**src/rtl/demux4_loader.sv**
```systemverilog
// demux4_loader: scatters a four-word valid/ready stream into bank registers a..d
// through a rotating one-hot select, flagging the bank once all four are fresh.
module demux4_loader #(
   parameter int WIDTH = 32
) (
   input  logic             clk,
   input  logic             rst,
   input  logic             start_i,
   input  logic             in_valid_i,
   input  logic [WIDTH-1:0] in_data_i,
   output logic             in_ready_o,
   output logic [WIDTH-1:0] a_o,
   output logic [WIDTH-1:0] b_o,
   output logic [WIDTH-1:0] c_o,
   output logic [WIDTH-1:0] d_o,
   output logic [3:0]       demux_sel_o,
   output logic             flag_o,
   output logic             done_o
);
   typedef enum logic [1:0] {IDLE, LOAD, DONE} state_t;
   state_t           state_q;
   logic [WIDTH-1:0] a_q, b_q, c_q, d_q;
   logic [3:0]       sel_q;
   logic             flag_q, done_q;
   always_ff @(posedge clk) begin
      if (rst) begin
         state_q <= IDLE;
         a_q     <= '0;
         b_q     <= '0;
         c_q     <= '0;
         d_q     <= '0;
         sel_q   <= 4'b0000;
         flag_q  <= 1'b0;
         done_q  <= 1'b0;
      end else begin
         done_q <= 1'b0;
         case (state_q)
            IDLE, DONE: begin
               state_q <= start_i ? LOAD : IDLE;
               if (start_i) begin
                  sel_q  <= 4'b0001;
                  flag_q <= 1'b0;
               end
            end
            LOAD: if (in_valid_i) begin
               if (sel_q[0]) a_q <= in_data_i;
               if (sel_q[1]) b_q <= in_data_i;
               if (sel_q[2]) c_q <= in_data_i;
               if (sel_q[3]) d_q <= in_data_i;
               // shifting 1000 out leaves 0000, which is the not-loading select
               sel_q <= {sel_q[2:0], 1'b0};
               if (sel_q[3]) begin
                  state_q <= DONE;
                  done_q  <= 1'b1;
                  flag_q  <= 1'b1;
               end
            end
            default: state_q <= IDLE;
         endcase
      end
   end
   assign in_ready_o  = (state_q == LOAD);
   assign a_o         = a_q;
   assign b_o         = b_q;
   assign c_o         = c_q;
   assign d_o         = d_q;
   assign demux_sel_o = sel_q;
   assign flag_o      = flag_q;
   assign done_o      = done_q;
endmodule

```
**config.mk**
```make
export PLATFORM = sky130hd
export DESIGN_NAME = demux4_loader
export DESIGN_NICKNAME = d
export VERILOG_FILES = /design/src/rtl/demux4_loader.sv
export SDC_FILE = /design/constraint.sdc
export NUM_CORES = 1
export LEC_CHECK = 0
export CAP_MARGIN = 20
export CORE_MARGIN = 5
export CORE_UTILIZATION = 45
export CTS_BUF_LIST = sky130_fd_sc_hd__clkbuf_16
export CTS_CLUSTER_SIZE = 16
export DETAILED_ROUTE_END_ITERATION = 10
export GPL_ROUTABILITY_DRIVEN = 0
export PLACE_DENSITY = 0.84
export REMOVE_ABC_BUFFERS = 1
export SLEW_MARGIN = 20
export SYNTH_ARGS = -nofsm -noshare
export SYNTH_HDL_FRONTEND = slang
export SYNTH_SLANG_ARGS = --single-unit
```
**constraint.sdc**
```tcl
create_clock -name clk -period 3.2 [get_ports clk]
set_input_delay 0.64 -clock clk [delete_from_list [all_inputs] [get_ports clk]]
set_output_delay 0.64 -clock clk [all_outputs]
set_load 0.03 [all_outputs]
```
==> results of run 1 <==
registers in the layout, summed over array words and instances (netlist names):
name	flops
flag_o	1
b_o	32
d_o	32
demux_sel_o	4
a_o	32
state_q	2
done_o	1
c_o	32
kinds of logic after synthesis:
kind of cell    after synthesis
compound gates              136
buf+inv                      47
flops                       136
simple gates                275
worst max path at each step:
| stage | startpoint | to | slack [ns] | cells past startpoint |
|---|---|---|---|---|
| 2_1_floorplan | in_valid_i | a_o[0] | 1.42 | 3 |
| 4_1_cts | state_q[0] | in_ready_o | 0.67 | 2 |
| 3_5_place_dp | in_valid_i | d_o[2] | 0.78 | 5 |
| 3_3_place_gp | in_valid_i | d_o[17] | 0.88 | 5 |
| 5_1_grt | state_q[0] | in_ready_o | 0.56 | 2 |
| 6_report | state_q[0] | in_ready_o | 0.68 | 2 |
synthesized netlist by cell type:
cell type / instances
nor2b_1: 1
inv_1: 1
nand3_1: 3
clkbuf_1: 10
nand3b_1: 1
buf_2: 15
buf_1: 3
o21bai_1: 1
nand4b_1: 3
buf_6: 10
a21oi_1: 134
o21ai_0: 1
nand4b_2: 1
buf_4: 8
nand2b_1: 1
nor2_1: 3
and4b_1: 4
nand2_1: 258
dfxtp_1: 136
stage by stage:
| stage | instances | util [%] | setup slack, ns |
|---|---|---|---|
| 2_1_floorplan | 548 | - | 1.42 |
| 4_1_cts | 900 | 69.3 | 0.671 |
| 6_report | 900 | 69.3 | 0.684 |
| 5_1_grt | 900 | 69.3 | 0.556 |
| 3_5_place_dp | 868 | 62.7 | 0.782 |
| 3_3_place_gp | 868 | 62.7 | 0.880 |
cells in the final DEF (no fill, tap or decap), types with 2 or more instances in the layout:
| cell | synthesis | final |
|---|---|---|
| a21oi_1 | 134 | 134 |
| and4b_1 | 4 | 4 |
| buf_12 | 0 | 2 |
| buf_4 | 8 | 13 |
| bufinv_16 | 0 | 7 |
| clkbuf_16 | 0 | 17 |
| clkdlybuf4s50_1 | 0 | 169 |
| clkinv_1 | 0 | 2 |
| clkinv_2 | 0 | 2 |
| clkinv_4 | 0 | 2 |
| dfxtp_1 | 136 | 136 |
| inv_1 | 1 | 2 |
| nand2_1 | 258 | 258 |
| nand3_1 | 3 | 3 |
| nand4b_1 | 3 | 3 |
| nor2_1 | 3 | 3 |
routing by layer:
layer  wire length, um  GRT usage, %  vias up
met5                 0             0        -
met4               126          7.05        0
met3              1190          7.81       14
met2              7750          42.0      160
met1              5520          24.2     2174
li1                  -             -     2228
worst reg2reg max path: cells and delay by family (launching register included):
family | cells | cell delay (ns)
simple gates | 2 | 0.58
flops | 1 | 0.52
buf+inv | 1 | 0.33
compound gates | 1 | 0.07
cell type report:
class / instances / area share [%]
timing repair buffer: 184 / 25.5
inverter: 1 / 0.0522
clock buffer: 17 / 5.92
multi-input combinational: 411 / 24.8
clock inverter: 15 / 3.57
sequential: 136 / 37.9
tap: 136 / 2.37
report_power, final:
group / switching (mW) / internal (mW) / leakage (nW)
sequential: 0.00942 / 1.71 / 1.10
clock: 0.704 / 1.53 / 0.333
combinational: 0.0988 / 0.0713 / 1.00
total: 0.812 / 3.31 / 2.43
==> key figures, run 1 <==
Worst setup path
  • CP Max Fanout: 12
  • Cells along the critical path: nor2b_1 -> clkdlybuf4s50_1
  • Critical path capture point type: output pin
  • Worst R2R Start: state_q[0]
  • Worst setup path class: flop to output pin
  • WP data required: 2.56 ns
  • Reg-to-reg slack, setup: 1.57 ns
  • Crit path buffers/inverters: 1
  • CP delay by family, top: buffers and inverters
  • Crit path DAT: 1.88 ns
  • Worst setup SP type: flop
  • Max incr delay on CP: 0.70 ns
  • RR Endpoint: d_o[15]
  • Slowest CP cell: clkdlybuf4s50_1
  • Path depth of the worst reg2reg path: 4

Clock tree
  • CTS Buf Count: 17
  • Clk_lat worst skew: 0.41 ns
  • Clock Sinks: 136
  • Post-CTS Setup Bufs: 0
  • CTS H-tree depth: 4
  • Post-CTS sizing: 0
  • CTS root buf: clkbuf_16
  • TritonCTS clock tree: done
  • CTS max path bufs: 2
  • Cts-stage hold buffer count: 0
  • Clk slew on worst S/H paths: 0.06 ns

Route
  • Antenna-violating nets left: 0
  • Drt first-iter violations: 279
  • Wirelength per Cell: 16.2 um
  • Via count: 4576
  • Detail-routed via count per cell: 5.08
  • Drt drc: 0
  • Number of detailed-route iterations in the first pass: 4
  • Drt total wl: 14600 um

Finish
  • Fillers: 842
  • # diodes: 0
  • Layout cells sized above 1: 5.89%
  • Multi-input combinational cell area: 0.00178 mm2
  • Nets@finish: 787
  • Sequential Area: 0.00272 mm2
  • Syn-to-layout area delta: 49.7%
  • Post-route cell area: 0.00719 mm2

Logic synthesis
  • Mapped Cells: 594
  • Unique cell type count in the Yosys netlist: 19
  • Avg Inst Size Synth: 8.08 um2
  • Main combinational cell family by area after synthesis: simple AND/OR/NAND/NOR gates
  • Top cell type's share of synthesized area: 56.7%
  • Compound-gate portion of the synthesized area: 14.2%
  • Synthesized-area fraction occupied by adder cells: 0%
  • Post-Synthesis Cell Area: 0.00480 mm2
  • Ys Warns: 0
  • Yosys reg bits: 136
  • Post-Synth Simple-Gate Area: 22.8%
  • Mux contribution to synthesized area: 0%
  • Synth Area in XOR/XNOR: 0%
  • Largest cells by area after synthesis: dfxtp_1, nand2_1, a21oi_1
  • Area leader, netlist: dfxtp_1
  • Post-synthesis sequential area ratio: 56.7%

Status
  • Status: finished, final reports clean

Pwr
  • Cell Pwr Density: 573 mW/mm2
  • Max IR drop VDD: 0.330 mV
  • Total power: 4.12 mW
  • Lkg Pwr: 2.43 nW

STA
  • Final hold slack: 0.451 ns
  • Fmax: 397 MHz
  • Tmin final: 2.52 ns
  • Setup Skew: 0.00849 ns
  • Fin. Hold Viols: 0
  • Final TNS setup: 0 ns
  • Slew Viols, Final: 0
  • Final period util: 78.6%
  • Unrepaired setup endpoints after global routing: false
  • Slew Limit Headroom: 55.7%
  • Endpoints failing setup: 0
  • Slew @ Worst Pin: 0.665 ns

Placed design
  • PortBufs: 170
  • HPWL after DPL: 10100 um
  • Post-Place Cell Area: 0.00650 mm2

Worst hold path
  • Hold endpoint: a_o[8]
  • Hold Path Origin: a_o[8]
  • Worst min path class: flop to flop
  • Hold path depth: 2

Floorplan
  • Die X-Extent: 113 um
  • Core ar.: 0.0104 mm2
  • I/O Pins: 171
  • Die height: 113 um
  • Starting Density: 46.3%
  • DIE AREA: 0.0128 mm2
  • FP Rows: 37

GRT
  • Largest net degree at the start of global routing: 73
  • Global-route wire length before repair: 23300 um
  • Vias in the first global route: 4716
  • Antenna violations before repair: 0
  • Total gr overflow: 0
  • GRT Util Overall: 22.7%

Job
  • Max Cap Violations: 0
Power figures use the tool's default switching activity.
==> run 2: changes to the inputs <==
--- a/config.mk
+++ b/config.mk
@@ -7,12 +7,12 @@
 export LEC_CHECK = 0
 export CAP_MARGIN = 20
 export CORE_MARGIN = 5
-export CORE_UTILIZATION = 45
+export CORE_UTILIZATION = 40
 export CTS_BUF_LIST = sky130_fd_sc_hd__clkbuf_16
 export CTS_CLUSTER_SIZE = 16
 export DETAILED_ROUTE_END_ITERATION = 10
 export GPL_ROUTABILITY_DRIVEN = 0
-export PLACE_DENSITY = 0.84
+export PLACE_DENSITY = 0.79
 export REMOVE_ABC_BUFFERS = 1
 export SLEW_MARGIN = 20
 export SYNTH_ARGS = -nofsm -noshare
==> constraint.sdc (replaced) <==
create_clock -name clk -period 2.05 [get_ports clk]
set_input_delay 0.41 -clock clk [delete_from_list [all_inputs] [get_ports clk]]
set_output_delay 0.41 -clock clk [all_outputs]
set_load 0.03 [all_outputs]
==> run 2 against run 1 <==
Compared with the run above: register-to-register slack lost 0.86 ns; cell area shrank 0.61%; setup slack lost 0.58 ns; via count grew 0.66%; core utilization shrank 9.3 points; critical path depth shrank 1.
==> key figures, run 2 (synthesis gave the netlist of run 1 again) <==
GRT
  • Vias in the first global route: 4503 (was 4716)
  • Total gr overflow: 0 (unchanged)
  • Antenna violations before repair: 0 (unchanged)
  • GRT Util Overall: 19.8% (was 22.7%)
  • Largest net degree at the start of global routing: 137 (was 73)
  • Global-route wire length before repair: 22700 um (was 23300 um)

Floorplan
  • I/O Pins: 171 (unchanged)
  • Core ar.: 0.0119 mm2 (was 0.0104 mm2)
  • Die X-Extent: 120 um (was 113 um)
  • FP Rows: 40 (was 37)
  • Die height: 120 um (was 113 um)
  • DIE AREA: 0.0143 mm2 (was 0.0128 mm2)
  • Starting Density: 40.3% (was 46.3%)

Worst setup path
  • Critical path depth in cells: 1 (was 2)
  • CP delay by family, top: buffers and inverters (unchanged)
  • Worst setup SP type: flop (unchanged)
  • CP Max Fanout: 5 (was 12)
  • Reg-to-reg slack, setup: 0.71 ns (was 1.57 ns)
  • WP data required: 1.64 ns (was 2.56 ns)
  • Worst setup path class: flop to output pin (unchanged)
  • Max incr delay on CP: 0.73 ns (was 0.70 ns)
  • Critical path capture point type: output pin (unchanged)
  • Cells along the critical path: clkdlybuf4s50_1 (was nor2b_1 -> clkdlybuf4s50_1)
  • Worst R2R Start: state_q[1] (was state_q[0])
  • Path depth of the worst reg2reg path: 4 (unchanged)
  • RR Endpoint: d_o[16] (was d_o[15])
  • Slowest CP cell: clkdlybuf4s50_1 (unchanged)
  • Crit path buffers/inverters: 1 (unchanged)
  • Crit path DAT: 1.53 ns (was 1.88 ns)

Finish
  • # diodes: 0 (unchanged)
  • Sequential Area: 0.00272 mm2 (unchanged)
  • Commonest non-fill, non-tap cell in the layout: nand2_1 (unchanged)
  • Final core occ: 60.0% (was 69.3%)
  • Layout cells sized above 1: 6.01% (was 5.89%)
  • Nets@finish: 789 (was 787)
  • Final non-filler cell total: 913 (was 900)
  • Syn-to-layout area delta: 48.7% (was 49.7%)
  • Commonest non-fill, non-tap cells in the layout: nand2_1, clkdlybuf4s50_1, dfxtp_1 (unchanged)
  • Multi-input combinational cell area: 0.00178 mm2 (unchanged)
  • Fillers: 1022 (was 842)

STA
  • Fin. Hold Viols: 0 (unchanged)
  • Setup Skew: 0.00682 ns (was 0.00849 ns)
  • Endpoints failing setup: 0 (unchanged)
  • Slew Limit Headroom: 58.6% (was 55.7%)
  • Final TNS setup: 0 ns (unchanged)
  • Slew @ Worst Pin: 0.622 ns (was 0.665 ns)
  • Fmax: 515 MHz
  • Slew Viols, Final: 0 (unchanged)
  • Final period util: 94.8%
  • Unrepaired setup endpoints after global routing: false (unchanged)
  • Tmin final: 1.94 ns
  • Post-route setup slack: 0.107 ns (was 0.684 ns)

Job
  • Max Cap Violations: 0 (unchanged)

Route
  • Detail-routed via count per cell: 5.04 (was 5.08)
  • Wirelength per Cell: 15.6 um (was 16.2 um)
  • Drt total wl: 14300 um (was 14600 um)
  • Via count: 4606 (was 4576)
  • Number of detailed-route iterations in the first pass: 5 (was 4)
  • Drt first-iter violations: 461 (was 279)
  • Antenna-violating nets left: 0 (unchanged)
  • Drt drc: 0 (unchanged)

Status
  • Status: finished, final reports clean (unchanged)

Placed design
  • Cell total after placement: 881 (was 868)
  • Pre-CTS setup slack: 0.117 ns (was 0.782 ns)
  • HPWL after DPL: 9840 um (was 10100 um)
  • PortBufs: 170 (unchanged)

Clock tree
  • CTS root buf: clkbuf_16 (unchanged)
  • Clock Sinks: 136 (unchanged)
  • CTS H-tree depth: 4 (unchanged)
  • CTS max path bufs: 2 (unchanged)
  • Cts-stage hold buffer count: 0 (unchanged)
  • Post-CTS Setup Bufs: 0 (unchanged)
  • Clk slew on worst S/H paths: 0.05 ns (was 0.06 ns)
  • CTS Buf Count: 17 (unchanged)
  • Clk_lat worst skew: 0.41 ns (about the same)
  • TritonCTS clock tree: done (unchanged)

Worst hold path
  • Hold endpoint: a_o[4] (was a_o[8])
  • Worst min path class: flop to flop (unchanged)
  • Hold Path Origin: a_o[4] (was a_o[8])
  • Hold path depth: 2 (unchanged)

Pwr
  • Total power: 6.06 mW (was 4.12 mW)
  • Combinational Power Share: 4.5% (was 4.1%)
  • Sequential share of power: 44.1% (was 41.6%)
  • Switching pwr: 1.27 mW (was 812 uW)
  • Cell Pwr Density: 848 mW/mm2 (was 573 mW/mm2)
  • Internal power: 4.79 mW (was 3.31 mW)
  • Sw frac: 21.0% (was 19.7%)
  • Max IR drop VDD: 0.509 mV (was 0.330 mV)
  • Lkg Pwr: 2.40 nW (was 2.43 nW)
  • Clock share of power: 51.4% (was 54.2%)
[run 2: cell count changes in the layout (fill, tap and decap cells not counted), sizes merged]
cell	before	now
clkinv	6	7
clkdlybuf4s50	169	168
bufinv	7	4
dlygate4sd2	0	1
clkinvlp	1	3
buf	15	17
[run 2: per-stage QoR]
stage                     cell area [um2]  hold slack [ns]
final                                7140            0.452
after global routing                 7140            0.470
after CTS                            7140            0.455
after detailed placement             6530            0.447
after global placement               6530            0.442
after floorplan                      4510            0.479
[run 2: final cells by class]
cell class | count | share of cell area (%)
Tap cell | 147 | 2.57
Clock buffer | 17 | 5.96
Multi-Input combinational cell | 411 | 24.9
Timing Repair Buffer | 186 | 25.8
Inverter | 1 | 0.0525
Sequential cell | 136 | 38.1
Clock inverter | 15 | 2.59
[run 2: per-layer routing]
layer | vias to the layer above | global-route usage [%] | routed length [um]
met1 | 2148 | 23.2 | 5850
li1 | 2236 | - | -
met3 | 30 | 8.01 | 1300
met4 | 0 | 8.38 | 294
met5 | - | 0 | 0
met2 | 192 | 32.0 | 6830
[run 2: power groups by stage]
stage          logic, mW  registers (mW)  clock network [mW]
4_1_cts            0.272            2.67                3.17
2_1_floorplan     0.0396            2.76                   0
3_5_place_dp       0.271            2.73                   0
6_report           0.273            2.67                3.11
3_3_place_gp       0.267            2.73                   0
5_1_grt            0.291            2.67                3.30
[run 2: worst max path at each step]
stage	slack (ns)	end	startpoint
after floorplan	0.32	a_o[0]	demux_sel_o[0]
after global placement	0.22	a_o[29]	in_valid_i
after detailed placement	0.12	a_o[8]	in_valid_i
after CTS	0.08	demux_sel_o[3]	demux_sel_o[3]
after global routing	0.03	demux_sel_o[3]	demux_sel_o[3]
final	0.11	demux_sel_o[3]	demux_sel_o[3]
[run 2: what timing repair did]
item,4_1_cts,5_1_grt
resized for setup,1,0
endpoints found under the hold margin,0,0
setup endpoints to repair,1,0
==> run 3: changes to the inputs <==
--- a/config.mk
+++ b/config.mk
@@ -7,12 +7,12 @@
 export LEC_CHECK = 0
 export CAP_MARGIN = 20
 export CORE_MARGIN = 5
-export CORE_UTILIZATION = 40
+export CORE_UTILIZATION = 45
 export CTS_BUF_LIST = sky130_fd_sc_hd__clkbuf_16
 export CTS_CLUSTER_SIZE = 16
 export DETAILED_ROUTE_END_ITERATION = 10
 export GPL_ROUTABILITY_DRIVEN = 0
-export PLACE_DENSITY = 0.79
+export PLACE_DENSITY = 0.84
 export REMOVE_ABC_BUFFERS = 1
 export SLEW_MARGIN = 20
 export SYNTH_ARGS = -nofsm -noshare
==> constraint.sdc (replaced) <==
create_clock -name clk -period 2.3 [get_ports clk]
set_input_delay 0.46 -clock clk [delete_from_list [all_inputs] [get_ports clk]]
set_output_delay 0.46 -clock clk [all_outputs]
set_load 0.03 [all_outputs]
==> run 3 against run 2 <==
Compared with the run above: clock-buffer cell count unchanged; critical path depth increased by 1; combinational power decreased by 10%; core utilization increased by 9.0 points; cell count is 0.77% lower; cell area barely moved; sequential cell count did not move; clock skew about the same; clock power is 11% lower; sequential power is 11% lower; largest cell class unchanged.
==> key figures, run 3 (synthesis gave the netlist of run 1 again) <==
Status
  • Status: finished, final reports clean (unchanged)

Finish
  • Post-route cell area: 0.00715 mm2 (was 0.00714 mm2)
  • Layout cells sized above 1: 6.36% (was 6.01%)
  • Fillers: 821 (was 1022)
  • Commonest non-fill, non-tap cells in the layout: nand2_1, clkdlybuf4s50_1, dfxtp_1 (unchanged)
  • Nets@finish: 793 (was 789)
  • Syn-to-layout area delta: 48.9% (was 48.7%)
  • # diodes: 0 (unchanged)
  • Commonest non-fill, non-tap cell in the layout: nand2_1 (unchanged)

Route
  • Number of detailed-route iterations in the first pass: 5 (unchanged)
  • Via count: 4711 (was 4606)
  • Drt drc: 0 (unchanged)
  • Antenna-violating nets left: 0 (unchanged)
  • Drt first-iter violations: 359 (was 461)
  • Detail-routed via count per cell: 5.20 (was 5.04)
  • Drt total wl: 14800 um (was 14300 um)
  • Wirelength per Cell: 16.4 um (was 15.6 um)

Clock tree
  • Clk_lat worst skew: 0.41 ns (about the same)
  • CTS max path bufs: 2 (unchanged)
  • Post-CTS sizing: 0 (was 1)
  • Clock Sinks: 136 (unchanged)
  • TritonCTS clock tree: done (unchanged)
  • CTS root buf: clkbuf_16 (unchanged)
  • Cts-stage hold buffer count: 0 (unchanged)
  • CTS Buf Count: 17 (unchanged)
  • Post-CTS Setup Bufs: 0 (unchanged)
  • Clk slew on worst S/H paths: 0.06 ns (was 0.05 ns)
  • CTS H-tree depth: 4 (unchanged)

Worst setup path
  • Worst setup path class: flop to output pin (unchanged)
  • Cells along the critical path: nor2b_1 -> clkdlybuf4s50_1 (was clkdlybuf4s50_1)
  • Crit path DAT: 1.70 ns (was 1.53 ns)
  • Worst setup SP type: flop (unchanged)
  • WP data required: 1.84 ns (was 1.64 ns)
  • Worst R2R Start: state_q[1] (unchanged)
  • Max incr delay on CP: 0.70 ns (was 0.73 ns)
  • Critical path capture point type: output pin (unchanged)
  • CP startpoint: state_q[1] (was demux_sel_o[3])
  • Crit path buffers/inverters: 1 (unchanged)
  • Slowest CP cell: clkdlybuf4s50_1 (unchanged)
  • Reg-to-reg slack, setup: 1.00 ns (was 0.71 ns)
  • CP Max Fanout: 11 (was 5)
  • CP delay by family, top: buffers and inverters (unchanged)

Worst hold path
  • Hold Path Origin: d_o[29] (was a_o[4])
  • Worst min path class: flop to flop (unchanged)

Pwr
  • Switching pwr: 1.14 mW (was 1.27 mW)
  • Internal power: 4.27 mW (was 4.79 mW)
  • Total power: 5.41 mW (was 6.06 mW)
  • Lkg Pwr: 2.42 nW (was 2.40 nW)
  • Clock share of power: 51.4% (about the same)
  • Sw frac: 21.1% (was 21.0%)
  • Max IR drop VDD: 0.511 mV (was 0.509 mV)
  • Combinational Power Share: 4.5% (about the same)
  • Sequential share of power: 44.0% (was 44.1%)
  • Cell Pwr Density: 757 mW/mm2 (was 848 mW/mm2)

Placed design
  • Post-Place Cell Area: 0.00654 mm2 (was 0.00653 mm2)
  • PortBufs: 170 (unchanged)
  • HPWL after DPL: 10400 um (was 9840 um)
  • Pre-CTS setup slack: 0.340 ns (was 0.117 ns)

GRT
  • Largest net degree at the start of global routing: 54 (was 137)
  • Global-route wire length before repair: 23100 um (was 22700 um)
  • Total gr overflow: 0 (unchanged)
  • GRT Util Overall: 22.7% (was 19.8%)
  • Antenna violations before repair: 0 (unchanged)
  • Vias in the first global route: 4701 (was 4503)

Floorplan
  • DIE AREA: 0.0128 mm2 (was 0.0143 mm2)
  • Core ar.: 0.0104 mm2 (was 0.0119 mm2)
  • Die height: 113 um (was 120 um)
  • FP Rows: 37 (was 40)
  • Die X-Extent: 113 um (was 120 um)
  • Starting Density: 46.3% (was 40.3%)
  • I/O Pins: 171 (unchanged)

STA
  • Slew Viols, Final: 0 (unchanged)
  • Setup Skew: 0.00656 ns (was 0.00682 ns)
  • Post-route setup slack: 0.145 ns (was 0.107 ns)
  • Final period util: 93.7%
  • Tmin final: 2.16 ns
  • Fin. Hold Viols: 0 (unchanged)
  • Slew @ Worst Pin: 0.510 ns (was 0.622 ns)
  • Slew Limit Headroom: 66.0% (was 58.6%)
  • Fmax: 464 MHz
  • Endpoints failing setup: 0 (unchanged)
  • Final TNS setup: 0 ns (unchanged)
  • Unrepaired setup endpoints after global routing: false (unchanged)

Job
  • Max Cap Violations: 0 (unchanged)
[run 3: cell types whose count changed in the layout (fill, tap and decap cells not counted), sizes merged]
| cell | before | now |
|---|---|---|
| buf | 17 | 21 |
| clkinvlp | 3 | 2 |
| clkdlybuf4s50 | 168 | 169 |
| dlygate4sd2 | 1 | 0 |
| inv | 2 | 4 |
| clkinv | 7 | 6 |
[run 3: worst paths after layout]
check | endpoint | cells past startpoint
worst max-delay path | in_ready_o | 2
worst min-delay path | d_o[29] | 2
worst max register to register | d_o[10] | 4
worst min register to register | d_o[29] | 2
[run 3: power groups by stage]
stage / Clock [mW] / Combinational (mW) / Sequential [mW]
5_1_grt: 2.93 / 0.261 / 2.38
6_report: 2.78 / 0.245 / 2.38
3_3_place_gp: 0 / 0.238 / 2.43
3_5_place_dp: 0 / 0.242 / 2.43
4_1_cts: 2.82 / 0.244 / 2.38
2_1_floorplan: 0 / 0.0353 / 2.46
[run 3: metrics by stage]
stage | instances | hold WS, ns | util (%)
4_1_cts | 906 | 0.453 | 68.9
6_report | 906 | 0.453 | 68.9
3_5_place_dp | 874 | 0.448 | 63.0
5_1_grt | 906 | 0.475 | 68.9
3_3_place_gp | 874 | 0.441 | 63.0
2_1_floorplan | 548 | 0.529 | -
[run 3: per-layer routing]
metal / share of wire, % / vias up / global-route usage, % / wire, um
li1: - / 2242 / - / -
met1: 38 / 2214 / 23.8 / 5590
met2: 51 / 224 / 41.0 / 7590
met3: 9.4 / 31 / 8.45 / 1400
met4: 1.8 / 0 / 9.13 / 271
met5: 0 / - / 0 / 0
[run 3: worst reg2reg max path: stages (launching register included)]
cell and delay [ns]:
dfxtp_1 0.48, nand4b_2 0.21, buf_4 0.28, nand2_1 0.10
a21oi_1 0.17
[run 3: final cells by class]
cell class | instances | area, um2 | share of cell area (%)
clock inverter | 15 | 185 | 2.59
inverter | 1 | 3.75 | 0.0525
timing repair buffer | 190 | 1860 | 26.0
tap | 136 | 170 | 2.38
multi-input combinational | 411 | 1780 | 24.9
sequential | 136 | 2720 | 38.1
clock buffer | 17 | 425 | 5.95
